$ cat config.mk
export PLATFORM = sky130hd
export DESIGN_NAME = writeback_stage
export DESIGN_NICKNAME = d
export VERILOG_FILES = /design/src/rtl/writeback_stage.sv
export SDC_FILE = /design/constraint.sdc
export NUM_CORES = 1
export LEC_CHECK = 0
export ABC_AREA = 1
export BUFFER_PORTS_ARGS = -buffer_cell sky130_fd_sc_hd__buf_4
export CAP_MARGIN = 20
export CELL_PAD_IN_SITES_DETAIL_PLACEMENT = 1
export CELL_PAD_IN_SITES_GLOBAL_PLACEMENT = 1
export CORE_ASPECT_RATIO = 1.4
export CORE_MARGIN = 10
export CORE_UTILIZATION = 30
export CTS_CLUSTER_SIZE = 20
export DETAILED_ROUTE_END_ITERATION = 10
export PLACE_DENSITY = 0.76
export SLEW_MARGIN = 20
export SYNTH_ARGS = -nofsm -noshare
export SYNTH_HDL_FRONTEND = slang
export SYNTH_SLANG_ARGS = --single-unit
$ cat constraint.sdc
create_clock -name clk -period 1.1 [get_ports clk]
set_input_delay 0.22 -clock clk [delete_from_list [all_inputs] [get_ports clk]]
set_output_delay 0.22 -clock clk [all_outputs]
set_load 0.02 [all_outputs]
$ cat src/rtl/writeback_stage.sv
// Writeback stage: MEM/WB pipeline register followed by the writeback-select mux.
// Optional build macro WB_BUBBLE_ZERO_EN forces wb_data to zero for bubble slots (ni_out=0).
module writeback_stage #(
  parameter int WIDTH = 16
) (
  input  logic             clk,
  input  logic             rst_n,
  input  logic             stall_in,
  input  logic             flush_in,
  input  logic             wbs_in,
  input  logic [WIDTH-1:0] memData_in,
  input  logic [WIDTH-1:0] ALUresult_in,
  input  logic             ni_in,
  output logic             wbs_out,
  output logic [WIDTH-1:0] memData_out,
  output logic [WIDTH-1:0] ALUresult_out,
  output logic             ni_out,
  output logic [WIDTH-1:0] wb_data
);

  logic             wbs_q, wbs_d;
  logic [WIDTH-1:0] memData_q, memData_d;
  logic [WIDTH-1:0] ALUresult_q, ALUresult_d;
  logic             ni_q, ni_d;
  logic [WIDTH-1:0] wbMux;

  // Flush beats stall; a flush loads the same all-zero bubble that reset produces.
  always_comb begin
    wbs_d       = wbs_q;
    memData_d   = memData_q;
    ALUresult_d = ALUresult_q;
    ni_d        = ni_q;
    if (flush_in) begin
      wbs_d       = 1'b0;
      memData_d   = '0;
      ALUresult_d = '0;
      ni_d        = 1'b0;
    end else if (!stall_in) begin
      wbs_d       = wbs_in;
      memData_d   = memData_in;
      ALUresult_d = ALUresult_in;
      ni_d        = ni_in;
    end
  end

  always_ff @(posedge clk) begin
    if (!rst_n) begin
      wbs_q       <= 1'b0;
      memData_q   <= '0;
      ALUresult_q <= '0;
      ni_q        <= 1'b0;
    end else begin
      wbs_q       <= wbs_d;
      memData_q   <= memData_d;
      ALUresult_q <= ALUresult_d;
      ni_q        <= ni_d;
    end
  end

  assign wbs_out       = wbs_q;
  assign memData_out   = memData_q;
  assign ALUresult_out = ALUresult_q;
  assign ni_out        = ni_q;

  assign wbMux = wbs_q ? memData_q : ALUresult_q;

`ifdef WB_BUBBLE_ZERO_EN
  assign wb_data = ni_q ? wbMux : '0;
`else
  assign wb_data = wbMux;
`endif

endmodule

## After elaboration in Yosys (flattened, before gate mapping)

Cells that the tools add are included.

- Multipliers: 0
- Div/mod/pow operators: 0
- Add/sub/neg operators: 0
- Shifts and indexed selects: 0
- Eq/ne operators: 0
- Multiplexer cells: 1
- $lt $le $gt $ge: 0
- Bitwise operators: 1
- Reduce and logical (&&, ||, !) cells: 1

Operators by type and width:

| cell | number |
|---|---|
| 2-to-1 mux 16 bit | 1 |
| OR reduction 2 bit | 1 |
| inverter 1 bit | 1 |

- Bits of input ports: 38
- Bits in writable memories: 0
- Register bits after elaboration: 34
- Output and inout port bits: 50
- Latch bits: 0
- Memories: 0
- Memory bits (read-only): 0

## Longest topological paths before layout

Gate-level depths: netlist of the first run.

- Depth in word-level cells: 2
- Depth in mapped cells: 5
- Gate-level depth less buffers: 3

## Worst setup path after synthesis of the first run

Ideal clock, no wire load.

- Path type: register -> output
- From: reg wbs_q (netlist: wbs_out)
- To: out wb_data[10]
- Path slack: -207 ps
- Arrival: 1087 ps
- Path buffers: 1
- Cell stages (with the launch flop): 3
- Required time: 880 ps
- Path through: dfxtp_1 -> buf_2 -> o21ai_0

- Cells in the longest elaborated chain, start to end: 1

Ends and longest elaborated chain:

| what | RTL line | source |
|---|---|---|
| from (decl) | 21 | `logic wbs_q, wbs_d;` |
| from (signal assigned) | 53 | `wbs_q <= wbs_d;` |
| 2-to-1 mux 16 bit | 65 | `assign wbMux = wbs_q ? memData_q : ALUresult_q;` |
| to (decl) | 18 | `output logic [WIDTH-1:0] wb_data` |

Every way passes these cells.

## Worst setup path after layout of the first run

- From: reg wbs_q (netlist: wbs_out)
- To: out wb_data[0]

The elaborated chain is that of the path after synthesis.

==> impl_metrics.json, run 1 <==
{
  "clkSlewWorstSetupHoldPaths_ps": 70,
  "cts_hold_buf": 0,
  "grt_pass1_vias": 1697,
  "hpwl_um": 4220,
  "synth_area_leader_cell": "dfxtp_1",
  "worstPathArrival_ps": 1160,
  "worst_slack_ps": -276,
  "violations": "setup timing",
  "vias_per_cell": 4.50,
  "fin_nets": 326,
  "pin_count": 88,
  "cts_sinks": 34,
  "numPortBuffers": 87,
  "min_period_over_period_pct": 125,
  "drt_drc_violations_left": 0,
  "place_ws_ps": -17.8,
  "ant_nets": 0,
  "finalMaxSlewViolations": 0,
  "synthesis.nets": 238,
  "cts_tree": "done",
  "max-slew-margin-rel_pct": 82.8,
  "synth_warnings": 0,
  "dieArea_sq_mm": 0.00869,
  "die_y_um": 106,
  "diodes": 0,
  "finalHoldViolations": 0,
  "period_needed_ps": 1380,
  "worstSetupPathType": "flip-flop to output port",
  "synth-main-ff-cell": "dfxtp_1",
  "clock_path_buffers": 2,
  "synth_enable_flop_cells": 0,
  "maxCapViolations": 0,
  "cts_made_buffers": 5,
  "cts_root_buf": "clkbuf_8",
  "status": "finished, violations left",
  "synth_top_area_share_pct": 42.6,
  "postSynthCellCount": 200,
  "clkLatencyLatePin_ps": 280,
  "ys_seq_area_share_pct": 42.6,
  "cts-htree-levels": 2,
  "layout-drive-gt1-share_pct": 57.1,
  "drt-initial-drc-count": 47,
  "rsz0062_at_grt": "yes",
  "place_congestion": 0.760,
  "power_w": 0.00276,
  "design_area_sq_mm": 0.00249,
  "die_w_um": 81.7,
  "wire_per_inst_um": 15.6,
  "clock_skew_ps": 0,
  "grt_pass1_wl_um": 8750,
  "synth_area_per_cell_sq_um": 7.99,
  "worst_slew_pin_slew_ps": 257,
  "grt_start_max_net_pins": 35,
  "p_per_area_mw_per_mm2": 1110,
  "peakVddDrop_mv": 0.668,
  "synth_area_sq_mm": 0.00160,
  "setup_viol": 17,
  "synth_area_leaders": "dfxtp_1 (43%), nand2_1 (15%), a21oi_2 (12%)",
  "r2r_cells": 2,
  "critical_path_required_ps": 880,
  "leakagePower_nw": 1.07,
  "num_vias": 1597,
  "max_freq_ghz": 0.727,
  "fillers": 655,
  "synth-async-reset-ratio_pct": 0,
  "yosys-top-cells-count": "nand2_1 (65), dfxtp_1 (34), a21oi_2 (22), nand2_2 (20), inv_1 (17)",
  "start_util_pct": 31.0,
  "finalSetupTns_ps": -3690,
  "syn2layout_area_growth_pct": 55.7,
  "routed_wl_um": 5530,
  "synth-seq-cells": 34,
  "grt_overflow_total": 0,
  "synthDistinctLibCells": 13,
  "first_pass_iters": 4,
  "fp-row-count": 31,
  "synth_most_common_cell": "nand2_1",
  "antenna_found_initial": 0,
  "core_sq_mm": 0.00516,
  "min_path_type": "input port to flip-flop",
  "critPathMaxFanout": 9,
  "gr-usage-all-layers_pct": 12.7,
  "placed_area_sq_mm": 0.00227,
  "hold_depth": 3,
  "cp-start-kind": "flip-flop",
  "end_kind": "output port"
}
==> cell usage in the layout (no fill, tap or decap), drive strengths merged <==
cell / instances
clkbuf: 7
inv: 18
dfxtp: 34
o21ai: 16
clkinv: 1
nand2: 85
a21oi: 34
buf: 94
==> timing repair <==
action	CTS	global route
endpoints found under the hold margin	0	0
gates resized for setup	17	17
setup endpoints to repair	17	19
pin swaps	0	1
setup buffers	1	0
==> registers in the layout (all words and copies together), names as in the netlist <==
register / cells
ALUresult_out: 16
memData_out: 16
ni_out: 1
wbs_out: 1
==> where the power goes <==
group	total [W]	switching, W	internal (W)
Sequential	0.00130	0.0000349	0.00127
Clock	0.000944	0.000439	0.000505
Combinational	0.000516	0.000275	0.000240
Total	0.00276	0.000749	0.00201
==> kinds of logic after synthesis <==
group	share of synthesized area [%]
simple gates	23.1
compound gates	20.8
flops	42.6
buf+inv	13.5
==> final timing paths <==
check	slack [ps]	end	startpoint
setup / recovery	-280	wb_data[0]	wbs_out
hold / removal	180	memData_out[10]	memData_in[10]
setup reg to reg	420	wbs_out	wbs_out
hold reg to reg	470	ni_out	ni_out
==> worst max-delay path: stages, from the launching register on <==
cell	delay [ps]
dfxtp_4	370
buf_8	150
o21ai_2	190
buf_6	150
==> metal layers <==
layer | track usage, % | routed length (um) | part of all wire [%]
met5 | 0 | 0 | 0
met4 | 5.24 | 114 | 2.1
met3 | 4.30 | 399 | 7.2
met2 | 21.7 | 2900 | 52
met1 | 13.7 | 2120 | 38
==> layout make-up <==
type / instances / area [sq um] / area share (%)
Clock buffer: 7 / 86.3 / 3.47
Clock inverter: 1 / 5.00 / 0.201
Inverter: 18 / 75.1 / 3.02
Multi-Input combinational cell: 135 / 771 / 31.0
Sequential cell: 34 / 688 / 27.7
Tap cell: 66 / 82.6 / 3.32
Timing Repair Buffer: 94 / 779 / 31.3
==> metrics by stage <==
step / hold WS [ps] / instances / util (%)
global placement: 455 / 346 / 44.0
finish: 182 / 355 / 48.2
CTS: 180 / 355 / 47.1
detailed placement: 464 / 346 / 44.0
global route: 171 / 355 / 48.2
floorplan: 356 / 200 / -
Power figures use the tool's default switching activity.
==> run 2, diff against run 1 <==
- SKIP_CTS_REPAIR_TIMING: unset -> 1
==> run 2 against run 1 <==
- the flow still finishes with violations (setup timing)
- maximum frequency increased by 0.84%
- via count is 0.25% lower
- final area decreased by 2.9%
- non-clock buffer count down 1
- final cell count shrank 0.28%
- sequential share of layout area up 0.76 points
- setup slack gained 11 ps
- critical path depth increased by 1
- combinational power shrank 3%
- wire length down 1.0%
- hold slack better by 7.1 ps
- critical path type unchanged
- largest power group unchanged
- highest routed layer unchanged
==> impl_metrics.json, run 2 (same netlist as run 1, synthesis figures left out) <==
{
  "cts-htree-levels": 2,
  "grt_pass1_wl_um": 8760,
  "cts_root_buf": "clkbuf_8",
  "clock_path_buffers": 2,
  "layout_common_cells": "buf_4 (84), nand2_1 (61), dfxtp_1 (31)",
  "hold_end": "memData_out[3]",
  "crit_slowest_cell": "dfxtp_4",
  "layout-drive-gt1-share_pct": 53.5,
  "fin_nets": 325,
  "cts_sinks": 34,
  "worstPathArrival_ps": 1140,
  "cts_tree": "done",
  "reg2reg_to": "wbs_out",
  "rsz0062_at_grt": "yes",
  "num_vias": 1593,
  "r2r_cells": 2,
  "drt_drc_violations_left": 0,
  "gr-usage-all-layers_pct": 12.7,
  "die_y_um": 106,
  "fillers": 666,
  "diodes": 0,
  "setup_viol": 17,
  "critPathMaxFanout": 9,
  "clkLatencyLatePin_ps": 280,
  "peakVddDrop_mv": 0.663,
  "ff2ff_setup_slack_ps": 410,
  "final_cells": 354,
  "finalHoldViolations": 0,
  "syn2layout_area_growth_pct": 51.2,
  "vias_per_cell": 4.50,
  "status": "finished, violations left",
  "clkSlewWorstSetupHoldPaths_ps": 70,
  "cp-start-kind": "flip-flop",
  "crit_chain": "buf_8 > nand2_1 > o21ai_1 > buf_4",
  "power_w": 0.00274,
  "wire_per_inst_um": 15.5,
  "placed_cells": 346,
  "max-slew-margin-rel_pct": 83.1,
  "core_sq_mm": 0.00516,
  "end_kind": "output port",
  "timing.rr.start": "wbs_out",
  "hpwl_um": 4220,
  "min_path_type": "input port to flip-flop",
  "hold_depth": 3,
  "p_per_area_mw_per_mm2": 1140,
  "fp-row-count": 31,
  "violations": "setup timing",
  "critical_path_required_ps": 880,
  "worst_slew_pin_slew_ps": 254,
  "ant_nets": 0,
  "finalMaxSlewViolations": 0,
  "numPortBuffers": 87,
  "dieArea_sq_mm": 0.00869,
  "path_buf_inv": 2,
  "min_from": "memData_in[3]",
  "first_pass_iters": 4,
  "max_freq_ghz": 0.733,
  "worst_slack_ps": -265,
  "drt-initial-drc-count": 63,
  "antenna_found_initial": 0,
  "min_period_over_period_pct": 124,
  "crit_family": "flip-flops",
  "pin_count": 88,
  "routed_wl_um": 5480,
  "grt_pass1_vias": 1696,
  "cts_made_buffers": 5,
  "worstSetupPathType": "flip-flop to output port",
  "layout_commonest_cell": "buf_4",
  "die_w_um": 81.7,
  "place_congestion": 0.760,
  "maxCapViolations": 0,
  "period_needed_ps": 1360,
  "leakagePower_nw": 1.03,
  "grt_start_max_net_pins": 35,
  "max_stage_delay_ps": 400,
  "grt_overflow_total": 0,
  "final_util_pct": 46.8,
  "start_util_pct": 31.0,
  "clock_skew_ps": 0
}
[run 2: layout make-up]
class	count	area, sq um	area share, %
repair buffers	93	753	31.2
multi-input cells	135	727	30.1
flip-flops and latches	34	687	28.4
clock buffers	7	86.3	3.57
well taps	66	82.6	3.42
inverters	18	75.1	3.11
clock inverters	1	5.00	0.207
[run 2: through the flow]
stage / setup WS [ps] / cell area, sq um / hold WS (ps) / setup TNS (ps)
after global placement: 38.6 / 2270 / 455 / 0
final: -265 / 2420 / 189 / -3610
after detailed placement: -17.8 / 2270 / 464 / -17.8
after floorplan: -16.9 / 1600 / 356 / -213
after global routing: -338 / 2420 / 172 / -4880
after CTS: -335 / 2360 / 180 / -4460
[run 2: how the worst max path moves through the flow]
stage,start,end,slack (ps),cells past startpoint
after floorplan,wbs_out,wb_data[13],-20,3
after global placement,wbs_out,wb_data[15],40,4
after detailed placement,wbs_out,wb_data[13],-20,4
after CTS,wbs_out,wb_data[13],-340,4
after global routing,wbs_out,wb_data[15],-340,4
final,wbs_out,wb_data[15],-260,4
[run 2: layer usage]
layer	GRT usage (%)	up-vias	share of wire (%)
met1	13.6	737	39
met3	4.55	9	7.5
met5	0	-	0
met4	5.24	0	2.6
li1	-	795	-
met2	21.6	52	51
[run 2: worst reg2reg max path: stages, from the launching register on]
cell     delay, ps
dfxtp_4        400
nand2_1         80
a21oi_2        140
[run 2: report_power, final]
part / switching, W / internal, W / total (W) / leakage (nW)
registers: 0.0000347 / 0.00127 / 0.00130 / 0.279
clock network: 0.000434 / 0.000505 / 0.000939 / 0.0482
logic: 0.000269 / 0.000232 / 0.000501 / 0.707
total: 0.000737 / 0.00201 / 0.00274 / 1.03
==> run 3, diff against run 2 <==
- CORE_MARGIN: 10 -> unset
==> run 3 against run 2 <==
- the flow still finishes with violations (setup timing)
- wire length decreased by 15%
- non-clock buffer count increased by 2
- hold slack got worse by 1.8 ps
- setup slack improved by 23 ps
- final area increased by 4.1%
- final cell count increased by 0.56%
- power increased by 5.1%
- clock skew unchanged
- critical path type unchanged
- largest cell class unchanged
- largest power group unchanged
==> impl_metrics.json, run 3 (same netlist as run 1, synthesis figures left out) <==
{
  "min_path_type": "input port to flip-flop",
  "worstSetupPathType": "flip-flop to output port",
  "finalHoldViolations": 0,
  "cts_sinks": 34,
  "crit_family": "flip-flops",
  "die_w_um": 63.7,
  "crit_chain": "clkbuf_16 > o21ai_2 > buf_6",
  "core_sq_mm": 0.00516,
  "first_pass_iters": 4,
  "clock_path_buffers": 2,
  "cts_tree": "done",
  "syn2layout_area_growth_pct": 57.5,
  "ant_nets": 0,
  "grt_overflow_total": 0,
  "numPortBuffers": 87,
  "end_kind": "output port",
  "die_y_um": 88.4,
  "cts_made_buffers": 5,
  "cts_root_buf": "clkbuf_8",
  "start_util_pct": 31.0,
  "critical_path_required_ps": 880,
  "fp-row-count": 31,
  "worstPathArrival_ps": 1120,
  "hpwl_um": 3320,
  "finalSetupTns_ps": -3700,
  "layout-drive-gt1-share_pct": 54.8,
  "wire_per_inst_um": 13.0,
  "layout_commonest_cell": "buf_4",
  "period_needed_ps": 1340,
  "worst_slack_ps": -242,
  "clkLatencyLatePin_ps": 280,
  "drt_drc_violations_left": 0,
  "grt_pass1_wl_um": 7310,
  "vias_per_cell": 4.44,
  "cp-start-kind": "flip-flop",
  "finalMaxSlewViolations": 0,
  "pin_count": 88,
  "path_buf_inv": 2,
  "num_vias": 1580,
  "critPathMaxFanout": 10,
  "leakagePower_nw": 1.07,
  "max_stage_delay_ps": 370,
  "grt_start_max_net_pins": 35,
  "p_per_area_mw_per_mm2": 1150,
  "min_period_over_period_pct": 122,
  "hold_slack_ps": 187,
  "grt_pass1_vias": 1507,
  "crit_slowest_cell": "dfxtp_4",
  "max-slew-margin-rel_pct": 83.3,
  "drt-initial-drc-count": 71,
  "dieArea_sq_mm": 0.00563,
  "worst_slew_pin_slew_ps": 251,
  "fin_nets": 327,
  "gr-usage-all-layers_pct": 17.2,
  "final_cells": 356,
  "routed_wl_um": 4630,
  "violations": "setup timing",
  "setup_viol": 17,
  "peakVddDrop_mv": 0.722,
  "placed_cells": 346,
  "diodes": 0,
  "clkSlewWorstSetupHoldPaths_ps": 70,
  "rsz0062_at_grt": "yes",
  "clock_skew_ps": 0,
  "antenna_found_initial": 0,
  "layout_common_cells": "buf_4 (81), nand2_1 (63), dfxtp_1 (33)",
  "place_congestion": 0.737,
  "place_ws_ps": 42.9,
  "cts-htree-levels": 2,
  "maxCapViolations": 0,
  "max_freq_ghz": 0.745,
  "status": "finished, violations left"
}
==> run 3: final timing paths <==
path	slack, ps	endpoint	cells after the start	startpoint
worst max-delay path	-240	wb_data[1]	3	wbs_out
worst min-delay path	190	ALUresult_out[6]	3	ALUresult_in[6]
worst max register to register	260	wbs_out	3	wbs_out
worst min register to register	490	ni_out	2	ni_out
==> run 3: tightest hold or removal path, delay by kind of cell <==
kind                   cells  cell delay [ps]
buffers and inverters      1               80
AND/OR/NAND/NOR            1               40
AO/OA/AOI/OAI              1              100
==> run 3: final cells by class <==
type | instances | area [sq um]
repair buffers | 95 | 797
multi-input cells | 135 | 767
fillers | 639 | 2640
flip-flops and latches | 34 | 684
well taps | 66 | 82.6
clock buffers | 8 | 110
inverters | 18 | 75.1
==> run 3: layer usage <==
metal | GRT usage [%] | vias to the layer above | routed length, um
met5 | 0 | - | 0
met4 | 7.44 | 0 | 85
met3 | 3.74 | 6 | 170
met2 | 30.3 | 48 | 2460
met1 | 20.2 | 728 | 1910
li1 | - | 798 | -
==> run 3: through the flow <==
stage | total power, W | utilization [%] | instance area, sq um
final | 0.00288 | 48.8 | 2520
after floorplan | 0.00160 | - | 1600
after detailed placement | 0.00182 | 44.0 | 2270
after global routing | 0.00302 | 48.8 | 2520
after CTS | 0.00290 | 46.2 | 2380
after global placement | 0.00181 | 44.0 | 2270
==> run 3: report_power, final <==
part / leakage [nW] / total [W] / internal, W / switching, W
clock network: 0.0575 / 0.00107 / 0.000632 / 0.000438
logic: 0.736 / 0.000511 / 0.000244 / 0.000267
registers: 0.278 / 0.00130 / 0.00127 / 0.0000345
total: 1.07 / 0.00288 / 0.00214 / 0.000739
